<file path="src/rtl/seq_mult_if.sv">
// seq_mult_if -- request/result bundle for the sequential multiplier.
//   start : begin a multiply (sampled only while the multiplier is idle)
//   sgn   : 0 = unsigned operands, 1 = two's-complement operands
//   a, b  : multiplicand / multiplier, sampled together with start
//   c     : registered 2*WIDTH product, held until the next result
//   busy  : high from the accepting edge until the cycle after done
//   done  : one-cycle pulse marking a fresh value on c
interface seq_mult_if #(
   parameter int unsigned WIDTH = 8
);
   logic                 start;
   logic                 sgn;
   logic [WIDTH-1:0]     a;
   logic [WIDTH-1:0]     b;
   logic [2*WIDTH-1:0]   c;
   logic                 busy;
   logic                 done;

   modport master (
      output start, sgn, a, b,
      input  c, busy, done
   );

   modport slave (
      input  start, sgn, a, b,
      output c, busy, done
   );
endinterface

</file>
<file path="src/rtl/seq_mult.sv">
// seq_mult -- shift-add multiplier, one iteration per clock, WIDTH iterations.
//   clk : rising-edge clock for all state
//   cr  : asynchronous active-low reset
//   bus : seq_mult_if slave (start/sgn/a/b in, c/busy/done out)
// Signed operands are reduced to magnitudes up front; the product sign is
// reapplied when c is written, so the datapath itself is purely unsigned.
module seq_mult #(
   parameter int unsigned WIDTH = 8
) (
   input  logic      clk,
   input  logic      cr,
   seq_mult_if.slave bus
);

   localparam int unsigned CW = $clog2(WIDTH + 1);

   typedef enum logic [1:0] {
      IDLE,
      CALC,
      DONE
   } state_t;

   state_t               state;
   logic [2*WIDTH-1:0]   mcand;
   logic [WIDTH-1:0]     mplier;
   logic [2*WIDTH-1:0]   acc;
   logic [CW-1:0]        cnt;
   logic                 neg;

   logic [WIDTH-1:0]     mag_a;
   logic [WIDTH-1:0]     mag_b;
   logic                 neg_in;
   logic [2*WIDTH-1:0]   acc_next;

   // Magnitude of the most negative value wraps back to itself, which read
   // as unsigned is exactly 2^(WIDTH-1).
   always_comb begin
      mag_a  = bus.a;
      mag_b  = bus.b;
      neg_in = 1'b0;
      if (bus.sgn) begin
         if (bus.a[WIDTH-1]) mag_a = WIDTH'(~bus.a + WIDTH'(1));
         if (bus.b[WIDTH-1]) mag_b = WIDTH'(~bus.b + WIDTH'(1));
         neg_in = bus.a[WIDTH-1] ^ bus.b[WIDTH-1];
      end
   end

   always_comb begin
      acc_next = acc;
      if (mplier[0]) acc_next = acc + mcand;
   end

   always_ff @(posedge clk or negedge cr) begin
      if (!cr) begin
         state    <= IDLE;
         mcand    <= '0;
         mplier   <= '0;
         acc      <= '0;
         cnt      <= '0;
         neg      <= 1'b0;
         bus.c    <= '0;
         bus.busy <= 1'b0;
         bus.done <= 1'b0;
      end else begin
         case (state)
            IDLE: begin
               if (bus.start) begin
                  mcand    <= {{WIDTH{1'b0}}, mag_a};
                  mplier   <= mag_b;
                  neg      <= neg_in;
                  acc      <= '0;
                  cnt      <= CW'(WIDTH);
                  bus.busy <= 1'b1;
                  state    <= CALC;
               end
            end
            CALC: begin
               acc    <= acc_next;
               mcand  <= mcand << 1;
               mplier <= mplier >> 1;
               cnt    <= cnt - CW'(1);
               // Final iteration: publish the sum including this step's add.
               if (cnt == CW'(1)) begin
                  bus.c    <= neg ? (~acc_next + 1'b1) : acc_next;
                  bus.done <= 1'b1;
                  state    <= DONE;
               end
            end
            DONE: begin
               bus.done <= 1'b0;
               bus.busy <= 1'b0;
               state    <= IDLE;
            end
            default: begin
               bus.done <= 1'b0;
               bus.busy <= 1'b0;
               state    <= IDLE;
            end
         endcase
      end
   end

endmodule

</file>
<file path="src/flat_wrapper.sv">
// flat-port wrapper written by rule: the top's interface ports become plain ports
module seq_mult_flat 
#(
   parameter int unsigned WIDTH = 8
)
  (clk, cr, bus_start, bus_sgn, bus_a, bus_b, bus_c, bus_busy, bus_done);
  seq_mult_if #(.WIDTH(WIDTH)) bus_i ();
  input  logic clk;
  input  logic cr;
  input wire logic [$bits(bus_i.start)-1:0] bus_start;
  input wire logic [$bits(bus_i.sgn)-1:0] bus_sgn;
  input wire logic [$bits(bus_i.a)-1:0] bus_a;
  input wire logic [$bits(bus_i.b)-1:0] bus_b;
  output wire logic [$bits(bus_i.c)-1:0] bus_c;
  output wire logic [$bits(bus_i.busy)-1:0] bus_busy;
  output wire logic [$bits(bus_i.done)-1:0] bus_done;
  assign bus_i.start = bus_start;
  assign bus_i.sgn = bus_sgn;
  assign bus_i.a = bus_a;
  assign bus_i.b = bus_b;
  assign bus_c = bus_i.c;
  assign bus_busy = bus_i.busy;
  assign bus_done = bus_i.done;
  seq_mult #(.WIDTH(WIDTH)) u_core (.clk(clk), .cr(cr), .bus(bus_i));
endmodule
</file>
<file path="config.mk">
export PLATFORM = sky130hd
export DESIGN_NAME = seq_mult_flat
export DESIGN_NICKNAME = d
export VERILOG_FILES = /design/src/rtl/seq_mult_if.sv /design/src/rtl/seq_mult.sv /design/src/flat_wrapper.sv
export SDC_FILE = /design/constraint.sdc
export NUM_CORES = 1
export LEC_CHECK = 0
export ABC_AREA = 0
export BUFFER_PORTS_ARGS = -buffer_cell sky130_fd_sc_hd__buf_2
export CAP_MARGIN = 20
export CORE_MARGIN = 5
export CORE_UTILIZATION = 40
export CTS_BUF_LIST = sky130_fd_sc_hd__clkbuf_16
export CTS_CLUSTER_DIAMETER = 150
export DETAILED_ROUTE_END_ITERATION = 10
export PLACE_DENSITY = 0.68
export SYNTH_ARGS = -nofsm -noshare
export SYNTH_HDL_FRONTEND = slang
export SYNTH_SLANG_ARGS = --single-unit
</file>
<file path="constraint.sdc">
create_clock -name clk -period 3.1 [get_ports clk]
set_clock_uncertainty 0.15 [all_clocks]
set_input_delay 0.465 -clock clk [delete_from_list [all_inputs] [get_ports clk]]
set_output_delay 0.465 -clock clk [all_outputs]
set_load 0.1 [all_outputs]
</file>
==> flow_metrics.py, run 1 <==
metrics = {
    "sta": {
        "finalMaxSlewViolations": 0,
        "slew_headroom": 0.451,
        "setup_ws_ps": -159,
        "max_slew.worst_pin.slew_ps": 823,
        "rsz0062_at_grt": "true",
        "max_freq_mhz": 307,
        "fin_crit_sh": 1.05,
        "fin_crit_ps": 3260,
        "tns_ps": -391,
        "finalSetupViolations": 4,
        "hold_viol_final": 0,
    },
    "drt": {
        "drt_wl_total_um": 10100,
        "initialDrtViolationCount": 167,
        "ant_nets": 0,
        "vias_per_cell": 5.49,
        "first_pass_iters": 4,
        "wl_per_cell_um": 15.3,
        "dr_total_vias": 3618,
        "route.detailed.drc": 0,
    },
    "layout": {
        "drive_gt1_frac": 0.226,
        "multi_input_area_um2": 2390,
        "antennaDiodeCount": 0,
        "areaGrowthSynthToFinish_pct": 24.9,
        "n_fill_cell": 937,
        "utilization": 0.514,
        "seq_area_um2": 1630,
        "nets": 562,
    },
    "clock_network": {
        "worstSkewPairLatency_ps": 330,
        "cts-root-buf": "clkbuf_16",
        "cts_tree": "yes",
        "ctsHoldBuffers": 0,
        "clk_pin_slew_ps": 60,
        "h-tree-depth": 3,
        "cts_buffers": 9,
        "cts_buffer_depth": 2,
        "clock_sinks": 65,
    },
    "setup_path": {
        "critPathBufInv": 0,
        "crit_chain": "ha_1 > o211ai_2 > o211ai_1 > nand3_1 > a21bo_2 > a31o_1 > or4_4 > o31ai_4 > xor2_1 > o21ai_1",
        "critPathLaunchType": "flop",
        "critPathKind": "flop to flop",
        "cp.arrival_ps": 3310,
        "worst_ep_required_time_ps": 3150,
        "critPathMaxStageDelay_ps": 600,
        "crit_family": "compound AO/OA/AOI/OAI gates",
        "critPathCaptureType": "flop",
        "slowest_stage": "or4_4",
        "cp_max_fo": 4,
    },
    "synthesis": {
        "ys_seq_elements": 65,
        "synth_commonest_cells": "dfrtp_1, nand2_1, o21ai_0",
        "syn_area_um2": 4040,
        "ys_warn_count": 0,
        "synth_cell_types": 52,
        "yosysSeqAreaShare": 0.403,
        "synth.avg_cell_area_um2": 8.93,
        "synthCells": 452,
        "synth_area_leaders": "dfrtp_1, ha_1, nand2_1, o21ai_0, a21oi_1",
        "synth_ff_type": "dfrtp_1",
        "synth_edf_count": 0,
        "synth_fp_nets": 493,
        "synthArstFlopShare": 1.00,
        "yosys.area.top_type": "dfrtp_1",
        "yosys.area.top_type_share": 0.403,
        "synth_most_common_cell": "dfrtp_1",
    },
    "die": {
        "start_util": 0.411,
        "ios": 38,
        "num_rows": 36,
        "dieArea_um2": 12200,
        "fp.dieW_um": 110,
        "core_area_um2": 9820,
        "fp.dieH_um": 110,
    },
    "placed_design": {
        "numPortBuffers": 37,
        "gp_congestion": 0.856,
        "hpwl_um": 7260,
    },
    "grt": {
        "grt_pass1_vias": 3592,
        "grt_start_max_net_pins": 37,
        "globalRoute.busiestLayer": "met2",
        "overflow": 0,
        "use_met1": 0.211,
        "grt_usage": 0.164,
        "grt_pass1_wl_um": 16900,
        "antenna_found_initial": 0,
        "met2_usage": 0.278,
        "use_met3": 0.0367,
    },
    "run": {
        "maxCapViolCount": 0,
    },
    "outcome": {
        "violations": "negative setup slack",
        "status": "finished with violations",
    },
    "hold_path": {
        "holdCritPathClass": "input port to asynchronous set/reset pin",
    },
}
-- layout make-up --
class / instances / share of cell area
multi-input combinational: 349 / 0.474
sequential: 65 / 0.323
timing repair buffer: 80 / 0.101
clock buffer: 9 / 0.0447
tap: 133 / 0.0330
clock inverter: 7 / 0.0122
inverter: 16 / 0.0119
-- cells in the final DEF, fill, tap and decap left out, types with 4 or more instances in the layout --
cell type,Yosys,routed
a21o_1,8,8
a21oi_1,34,32
a22o_1,15,15
a22oi_1,6,6
a31oi_1,6,6
buf_2,3,37
buf_4,0,42
clkbuf_16,0,9
dfrtp_1,65,65
ha_1,20,19
inv_1,15,15
nand2_1,57,57
nand2b_1,7,6
nand3_1,10,9
nand4_1,4,4
nor2_1,22,21
nor3_1,8,8
o21a_1,5,5
o21ai_0,39,39
o21ai_1,10,9
o22ai_1,20,20
xnor2_1,15,15
xor2_1,16,16
-- cell families (layout without fill, tap and decap cells) --
| group | count (synthesis) | in the layout | share of synthesized area |
|---|---|---|---|
| xor gates and xnor gates | 32 | 32 | 0.0713 |
| AOI/OAI and AO/OA | 165 | 165 | 0.264 |
| DFF | 65 | 65 | 0.403 |
| and+or+nand+nor | 125 | 125 | 0.143 |
| adders and majority gates | 21 | 21 | 0.0669 |
| muxes | 6 | 6 | 0.0155 |
| buffers and inverters | 38 | 112 | 0.0363 |
-- worst register-to-register path, delay by kind of cell (launching register included) --
kind / cells / cell delay (ps)
compound gates: 6 / 1210
simple gates: 2 / 780
flops: 1 / 410
fa+ha+maj: 1 / 400
xor+xnor: 1 / 170
-- per-layer routing --
layer | vias up | wire length [um]
li1 | 1786 | -
met1 | 1767 | 4780
met2 | 60 | 4950
met3 | 5 | 297
met4 | 0 | 77
met5 | - | 0
-- timing repair --
| item | CTS | global route |
|---|---|---|
| cloned | 0 | 0 |
| buffers inserted | 2 | 4 |
| gates resized for setup | 6 | 11 |
| pin swaps | 3 | 7 |
| endpoints found under the setup margin | 4 | 6 |
-- sequential cells by signal, indices dropped and copies added (netlist names) --
register,count
u_core.acc,16
u_core.bus.c,16
u_core.mcand,16
u_core.mplier,8
u_core.cnt,4
u_core.state,2
u_core.bus.busy,1
u_core.bus.done,1
u_core.neg,1
-- through the flow --
| stage | std cells | area [um^2] | worst slack [ps] | hold slack (ps) |
|---|---|---|---|---|
| after floorplan | 452 | 4060 | -17.7 | 19.4 |
| after global placement | 637 | 4600 | -72.4 | 308 |
| after CTS | 655 | 4950 | -86.7 | 102 |
| after global routing | 659 | 5040 | -255 | 146 |
| after detailed placement | 637 | 4600 | -128 | 315 |
| final | 659 | 5040 | -159 | 85.0 |
-- path summary, 6_finish.rpt --
kind | startpoint | end | slack [ps] | cells after the start
worst max-delay path | u_core.acc[2] | u_core.bus.c[14] | -160 | 10
worst min-delay path | cr | u_core.mcand[15] | 90 | 1
worst max register to register | u_core.acc[2] | u_core.bus.c[14] | -160 | 10
worst min register to register | u_core.bus.c[6] | u_core.bus.c[6] | 320 | 2
max in group asynchronous | cr | u_core.acc[3] | 1950 | 2
min in group clk | bus_a[0] | u_core.mcand[0] | 290 | 3
Power of run 1 is left out: the tool's default activity adds up to more than one toggle a clock period on the data nets, which glitch-free logic cannot reach.
==> run 2: changes to the inputs <==
CELL_PAD_IN_SITES_DETAIL_PLACEMENT = 0   (was default)
CELL_PAD_IN_SITES_GLOBAL_PLACEMENT = 2   (was default)
CORE_UTILIZATION = 33   (was 40)
PLACE_DENSITY = 0.83   (was 0.68)
clock period = 2.9 ns   (was 3.1 ns; I/O delays follow)
==> run 2 against run 1 <==
Net effect:
- the run still ends with negative setup slack left
- register-to-register slack worse by 130 ps
- highest routed layer unchanged
- sequential cell count unchanged
- fmax up 2.2%
- sequential share of layout area down 2.2 points
- worst setup slack worse by 130 ps
==> flow_metrics.py, run 2 (synthesis gave the netlist of run 1 again) <==
metrics = {
    "sta": {
        "setup_ws_ps": -290,
        "slew_headroom": 0.449,
        "finalSetupViolations": 5,
        "fin_crit_ps": 3190,
        "max_freq_mhz": 314,
        "rsz0062_at_grt": "true",
        "finalMaxSlewViolations": 0,
        "max_slew.worst_pin.slew_ps": 827,
        "fin_crit_sh": 1.10,
        "hold_viol_final": 0,
    },
    "setup_path": {
        "reg2reg_slack_ps": -290,
        "r2r_cells": 11,
        "cp.arrival_ps": 3250,
        "path_common_cell": "o21ai_1",
        "crit_chain": "ha_2 > fa_2 > a211oi_4 > o21a_1 > o2bb2ai_4 > mux2i_1 > o21ai_1 > or4_4 > o31ai_4 > xor2_1 > o21ai_1",
        "critPathCaptureType": "flop",
        "critPathLaunchType": "flop",
        "r2r-end": "u_core.bus.c[14]",
        "worst_ep_required_time_ps": 2960,
        "regToRegStartpoint": "u_core.acc[0]",
        "critPathKind": "flop to flop",
        "slowest_stage": "or4_4",
        "cp_max_fo": 3,
        "cp-startpoint": "u_core.acc[0]",
        "critPathMaxStageDelay_ps": 530,
    },
    "drt": {
        "dr_total_vias": 3719,
        "wl_per_cell_um": 15.4,
        "route.detailed.drc": 0,
        "ant_nets": 0,
        "initialDrtViolationCount": 170,
        "first_pass_iters": 4,
        "drt_wl_total_um": 11000,
        "vias_per_cell": 5.22,
    },
    "die": {
        "num_rows": 40,
        "fp.dieW_um": 121,
        "ios": 38,
        "start_util": 0.336,
        "dieArea_um2": 14500,
        "core_area_um2": 12000,
        "fp.dieH_um": 121,
    },
    "grt": {
        "grt_usage": 0.156,
        "grt_pass1_vias": 3796,
        "grt_start_max_net_pins": 66,
        "antenna_found_initial": 0,
        "grt_pass1_wl_um": 18300,
        "overflow": 0,
    },
    "hold_path": {
        "worstHoldStart": "bus_b[7]",
        "hold-path-endpoint": "u_core.mplier[7]",
        "holdCritPathClass": "input port to flop",
        "min_path_cells": 2,
    },
    "clock_network": {
        "cts-root-buf": "clkbuf_16",
        "h-tree-depth": 3,
        "worstSkewPairLatency_ps": 340,
        "cts_buffer_depth": 2,
        "clk_pin_slew_ps": 60,
        "clock_sinks": 65,
        "cts_tree": "yes",
        "cts_buffers": 9,
    },
    "layout": {
        "nets": 602,
        "areaGrowthSynthToFinish_pct": 34.2,
        "largestRegisters": "u_core.acc: 16 flops, u_core.bus.c: 16 flops, u_core.mcand: 16 flops",
        "final_common_cell": "buf_4",
        "layout_common_cells": "buf_4, dfrtp_1, nand2_1, o21ai_0, buf_2",
        "antennaDiodeCount": 0,
        "n_fill_cell": 1165,
        "drive_gt1_frac": 0.279,
    },
    "outcome": {
        "status": "finished with violations",
        "violations": "negative setup slack",
    },
    "placed_design": {
        "preCtsSetupSlack_ps": -317,
        "hpwl_um": 8300,
        "numPortBuffers": 37,
        "gp_congestion": 0.844,
    },
    "run": {
        "maxCapViolCount": 0,
    },
}
-- run 2: how the worst max path moves through the flow --
stage	endpoint	slack (ps)
finish	u_core.bus.c[14]	-290
global placement	u_core.bus.c[14]	-280
detailed placement	u_core.bus.c[14]	-320
CTS	u_core.bus.c[14]	-290
global route	u_core.bus.c[14]	-410
floorplan	u_core.bus.c[14]	-220
-- run 2: critical path: cells and delay by family, from the launching register on --
family,cells,cell delay (ps)
XOR/XNOR,1,170
multiplexers,1,210
adder cells (fa/ha/maj),2,580
AND/OR/NAND/NOR,1,530
AO/OA/AOI/OAI,6,1030
flip-flops,1,390
-- run 2: cell type report --
cell class              instances  area (um^2)  area share
repair buffers                120          823       0.152
flip-flops and latches         65         1630       0.300
inverters                      16         60.1      0.0111
clock inverters                 7          124      0.0229
clock buffers                   9          225      0.0416
multi-input cells             349         2380       0.438
well taps                     147          184      0.0339
-- run 2: stage by stage --
stage	std cells	util	area [um^2]	setup TNS (ps)	hold WS [ps]
2_1_floorplan	452	-	4060	-646	-10.6
3_3_place_gp	691	0.411	4940	-924	311
3_5_place_dp	691	0.411	4940	-1070	319
4_1_cts	708	0.443	5320	-821	230
5_1_grt	713	0.451	5420	-1830	239
6_report	713	0.451	5420	-998	234
-- run 2: repair_timing --
action                     4_1_cts  5_1_grt
gates resized for setup          4       10
hold buffers                     1        0
pin swaps                        3        6
hold endpoints to repair        65        0
buffers inserted                 0        5
setup endpoints to repair        6        9
-- run 2: per-layer routing --
metal | vias to the layer above | track usage | part of all wire
met4 | 0 | 0.0496 | 0.021
met3 | 20 | 0.0351 | 0.027
met1 | 1769 | 0.191 | 0.45
li1 | 1859 | - | -
met5 | - | 0 | 0
met2 | 71 | 0.272 | 0.50
Power of run 2 is left out for the same reason.
